$ cat src/rtl/apb_master.sv
// APB master: turns single user requests into SETUP/ACCESS transfers and
// returns a one-cycle response, with an optional ACCESS-phase timeout.
module apb_master #(
    parameter int DATA_WIDTH     = 32,
    parameter int ADDR_WIDTH     = 10,
    parameter int BYTES_PER_WORD = DATA_WIDTH / 8,
    parameter int TIMEOUT_CYCLES = 16
) (
    input  logic                      pclk,
    input  logic                      preset,
    input  logic                      req_valid,
    output logic                      req_ready,
    input  logic [ADDR_WIDTH-1:0]     req_addr,
    input  logic                      req_write,
    input  logic [DATA_WIDTH-1:0]     req_wdata,
    input  logic [BYTES_PER_WORD-1:0] req_strb,
    input  logic [2:0]                req_prot,
    output logic                      psel,
    output logic                      penable,
    output logic [ADDR_WIDTH-1:0]     paddr,
    output logic                      pwrite,
    output logic [DATA_WIDTH-1:0]     pwdata,
    output logic [BYTES_PER_WORD-1:0] pstrb,
    output logic [2:0]                pprot,
    input  logic                      pready,
    input  logic [DATA_WIDTH-1:0]     prdata,
    input  logic                      pslverr,
    output logic                      rsp_valid,
    output logic [DATA_WIDTH-1:0]     rsp_rdata,
    output logic                      rsp_error,
    output logic                      rsp_timeout
);

    localparam int CW = (TIMEOUT_CYCLES > 1) ? $clog2(TIMEOUT_CYCLES) : 1;
    localparam logic [CW-1:0] CNT_LAST = CW'((TIMEOUT_CYCLES == 0) ? 0 : TIMEOUT_CYCLES - 1);
    localparam bit TIMEOUT_EN = (TIMEOUT_CYCLES != 0);

    typedef enum logic [1:0] {IDLE, SETUP, ACCESS} state_e;

    state_e                    state_q;
    logic [CW-1:0]             cnt_q;
    logic                      psel_q, penable_q, pwrite_q;
    logic [ADDR_WIDTH-1:0]     paddr_q;
    logic [DATA_WIDTH-1:0]     pwdata_q;
    logic [BYTES_PER_WORD-1:0] pstrb_q;
    logic [2:0]                pprot_q;
    logic                      rsp_valid_q, rsp_error_q, rsp_timeout_q;
    logic [DATA_WIDTH-1:0]     rsp_rdata_q;

    assign req_ready = (state_q == IDLE) && !preset;

    always_ff @(posedge pclk) begin
        if (preset) begin
            state_q       <= IDLE;
            cnt_q         <= '0;
            psel_q        <= 1'b0;
            penable_q     <= 1'b0;
            paddr_q       <= '0;
            pwrite_q      <= 1'b0;
            pwdata_q      <= '0;
            pstrb_q       <= '0;
            pprot_q       <= '0;
            rsp_valid_q   <= 1'b0;
            rsp_rdata_q   <= '0;
            rsp_error_q   <= 1'b0;
            rsp_timeout_q <= 1'b0;
        end else begin
            rsp_valid_q <= 1'b0;
            case (state_q)
                IDLE: begin
                    if (req_valid) begin
                        state_q   <= SETUP;
                        psel_q    <= 1'b1;
                        penable_q <= 1'b0;
                        paddr_q   <= req_addr;
                        pwrite_q  <= req_write;
                        pwdata_q  <= req_wdata;
                        pstrb_q   <= req_write ? req_strb : '0;
                        pprot_q   <= req_prot;
                    end
                end
                SETUP: begin
                    state_q   <= ACCESS;
                    penable_q <= 1'b1;
                    cnt_q     <= '0;
                end
                ACCESS: begin
                    // A late pready on the timeout edge still wins over the abort.
                    if (pready) begin
                        state_q       <= IDLE;
                        psel_q        <= 1'b0;
                        penable_q     <= 1'b0;
                        rsp_valid_q   <= 1'b1;
                        rsp_error_q   <= pslverr;
                        rsp_timeout_q <= 1'b0;
                        rsp_rdata_q   <= pwrite_q ? '0 : prdata;
                    end else if (TIMEOUT_EN && cnt_q == CNT_LAST) begin
                        state_q       <= IDLE;
                        psel_q        <= 1'b0;
                        penable_q     <= 1'b0;
                        rsp_valid_q   <= 1'b1;
                        rsp_error_q   <= 1'b1;
                        rsp_timeout_q <= 1'b1;
                        rsp_rdata_q   <= '0;
                    end else begin
                        cnt_q <= cnt_q + CW'(1);
                    end
                end
                default: state_q <= IDLE;
            endcase
        end
    end

    assign psel        = psel_q;
    assign penable     = penable_q;
    assign paddr       = paddr_q;
    assign pwrite      = pwrite_q;
    assign pwdata      = pwdata_q;
    assign pstrb       = pstrb_q;
    assign pprot       = pprot_q;
    assign rsp_valid   = rsp_valid_q;
    assign rsp_rdata   = rsp_rdata_q;
    assign rsp_error   = rsp_error_q;
    assign rsp_timeout = rsp_timeout_q;

endmodule

$ cat config.mk
export PLATFORM = sky130hd
export DESIGN_NAME = apb_master
export DESIGN_NICKNAME = d
export VERILOG_FILES = /design/src/rtl/apb_master.sv
export SDC_FILE = /design/constraint.sdc
export NUM_CORES = 1
export LEC_CHECK = 0
export CAP_MARGIN = 10
export CORE_MARGIN = 8
export CORE_UTILIZATION = 55
export DETAILED_ROUTE_END_ITERATION = 10
export DONT_BUFFER_PORTS = 1
export GPL_ROUTABILITY_DRIVEN = 1
export PLACE_DENSITY = 0.73
export SLEW_MARGIN = 0
export SYNTH_ARGS = -nofsm -noshare
export SYNTH_HDL_FRONTEND = slang
export SYNTH_SLANG_ARGS = --single-unit
$ cat constraint.sdc
create_clock -name pclk -period 1.4 [get_ports pclk]
set_input_delay 0.28 -clock pclk [delete_from_list [all_inputs] [get_ports pclk]]
set_output_delay 0.28 -clock pclk [all_outputs]
set_load 0.05 [all_outputs]
==> out/results.txt <==
Run status -> complete, but fails checks
Violated checks -> setup timing
Placed Cells -> 428
EDFF count, synth -> 0
Top-area cell type share of the netlist area -> 56.9%
CTS tree -> built
Crit path max fanout -> 2
Max_cap viols -> 0
Worst hold path class -> in2reg
# diodes -> 0
Cell taking the most area after synthesis -> dfxtp_1
CP max-delay cell -> dfxtp_4
Largest net degree at the start of global routing -> 65
Fraction of layout cells with a size suffix above 1 -> 19.7%
Pwr Density -> 1340 nW/um^2
Crit path cell chain -> or2_4, nor2_4
GRT Total Usage -> 18.9%
CP max stage delay -> 350 ps
RSZ-0062 raised after global routing -> yes
Synth area leaders -> dfxtp_1 (57%), nand2_1 (11%), a21oi_1 (8.9%)
Power Total -> 5.35 mW
Number of global-route vias before repair -> 2463
Setup tns final -> -642 ps
Vias/cell -> 5.68
Post-synthesis register bit count -> 93
WL final -> 9130 um
Non-Filler Instances -> 456
P_sw -> 1.62 mW
Setup Crit Path Kind -> reg2out
Grt met3 use -> 9.86%
Period utilisation layout -> 105%
Global placement routability congestion -> 0.772
Gate power share -> 11.3%
Syn avg cell area -> 9.33 sq um
Final worst path period need -> 1470 ps
Crit path required time -> 1120 ps
DRC -> 0
IO Pins -> 175
Arrival @ worst endpoint -> 1190 ps
Ys Warns -> 0
Die ar. -> 8680 sq um
Die Wd -> 93.2 um
1st-pass router iterations -> 4
Final hold vios -> 0
Cell family with most CP delay -> simple AND/OR/NAND/NOR gates
WP buf/inv -> 0
Crit start category -> flop
Row count -> 28
Worst slew pin tran -> 545 ps
Max-slew headroom at the worst pin -> 63.6%
Crit end category -> output pin
Clk_skew -> 11.3 ps
CTS clk-pin slew, worst paths -> 90 ps
Netlist cell types -> 34
Clock Path Buffers -> 2
Mapped Nets -> 439
Final nets -> 465
Count leader, synth -> nand2_1
Drt wl/cell -> 20.0 um
Initial antenna violation count -> 0
Final setup vio count -> 36
Sequential share of power -> 59.2%
Latest clock arrival within the worst-skew pair -> 330 ps
Initial DRC count -> 113
Cells after Synth -> 351
Global routing met2 resource utilization -> 30.5%
DP HPWL -> 6000 um
Most Crowded Layer GR -> met2
Async set or reset register ratio after synthesis -> 0%
Met1 usage -> 21.3%
FMAX -> 681 MHz
Clk pwr share -> 29.5%
Mapped Area -> 3270 sq um
Clock Sinks -> 93
Root buffer cell -> clkbuf_8
Worst setup margin -> -68.8 ps
Global route overflow -> 0
CTS Buf Count -> 9
Die height -> 93.2 um
Detailed-route via count -> 2590
Post-synth top cells -> nand2_1 (98), dfxtp_1 (93), a21oi_1 (58)
Core Footprint -> 5850 sq um
Global-route wire length before repair -> 13000 um
Slew Viols, Final -> 0
Sequential element share of the synthesized area -> 56.9%
Cell Int Power -> 3.73 mW
Leakage -> 1.55 nW
IO Port Bufs -> 0
Sw frac -> 30.3%
H-tree levels -> 3
Most common flop cell mapped by yosys -> dfxtp_1
VDD IR max -> 0.759 mV
Initial Utilization -> 56.0%
Routed Antenna Nets -> 0
P&R area growth vs syn -> 21.6%
-- per-stage QoR --
stage / util [%] / hold slack, ps / worst slack [ps] / cell area (sq um)
6_report: 68.0 / 1.47 / -68.8 / 3980
3_5_place_dp: 60.1 / 357 / -19.9 / 3520
5_1_grt: 68.0 / -33.0 / -117 / 3980
4_1_cts: 65.5 / -19.8 / -124 / 3830
3_3_place_gp: 60.1 / 354 / 34.4 / 3520
2_1_floorplan: - / 405 / 11.3 / 3280
-- cell usage in the layout, fill, tap and decap left out, drive strengths merged --
cell      instances
o21ai             1
a211oi            2
a21oi            59
ha                1
nor4              1
a311oi            2
nand3b            1
nor4b             1
inv               1
and3              1
nor3b             3
buf              41
nor2b             2
clkbuf           13
dfxtp            93
nor3              3
nand3             4
or3b              1
and4b             2
and2b             1
a31oi             2
nand2b            2
or2               1
mux2i             2
a31o              1
nand2            98
a22o             32
o32ai             2
clkinvlp          2
nor2              3
clkinv            3
-- sequential cells by signal, summed over array words and instances, names as in the netlist --
signal / cells
cnt_q: 4
paddr: 10
penable: 1
pprot: 3
psel: 1
pstrb: 4
pwdata: 32
pwrite: 1
rsp_error: 1
rsp_rdata: 32
rsp_timeout: 1
rsp_valid: 1
state_q: 2
-- area by class of cell --
cell class	instances	area (sq um)
Clock buffer	10	138
Clock inverter	5	37.5
Fill cell	459	1870
Inverter	1	3.75
Multi-Input combinational cell	228	1310
Sequential cell	93	1870
Tap cell	75	93.8
Timing Repair Buffer	44	527
-- kinds of logic (layout without fill, tap and decap cells) --
logic type / after synthesis / count (layout) / synth area share (%)
AO/OA/AOI/OAI: 101 / 101 / 20.0
adder cells (fa/ha/maj): 1 / 1 / 0.382
buffers and inverters: 30 / 60 / 5.01
flip-flops: 93 / 93 / 56.9
multiplexers: 2 / 2 / 0.611
AND/OR/NAND/NOR: 124 / 124 / 17.1
-- power groups by stage --
stage	Sequential [mW]	Clock, mW	Combinational (mW)
CTS	3.17	1.62	0.527
global placement	3.23	0	0.459
global route	3.19	1.73	0.654
floorplan	3.28	0	0.300
finish	3.17	1.58	0.604
detailed placement	3.24	0	0.473
-- what timing repair did --
item,CTS,global route
gates cloned,2,5
pin swaps,4,6
gates resized for setup,16,4
buffers inserted,4,2
endpoints found under the hold margin,54,47
setup endpoints to repair,33,52
-- worst reg2reg max path, delay by kind of cell, from the launching register on --
family,cells,cell delay [ps]
buf+inv,3,410
compound gates,2,310
flops,1,350
simple gates,1,250
-- path summary, 6_finish.rpt --
check	startpoint	endpoint	slack, ps	cells after the start
hold reg to reg	pwdata[31]$_SDFFE_PP0P_	pwdata[31]$_SDFFE_PP0P_	460	2
setup / recovery	state_q[0]$_SDFFE_PP0P_	req_ready	-70	2
hold / removal	preset	state_q[1]$_SDFFE_PP0P_	1	1
setup reg to reg	state_q[0]$_SDFFE_PP0P_	rsp_rdata[31]$_SDFFE_PP0P_	-40	6
-- layer usage --
metal / part of all wire (%) / vias up
li1: - / 1259
met1: 38 / 1195
met2: 49 / 132
met3: 13 / 4
met4: 0.48 / 0
met5: 0 / -
Power figures use the tool's default switching activity.
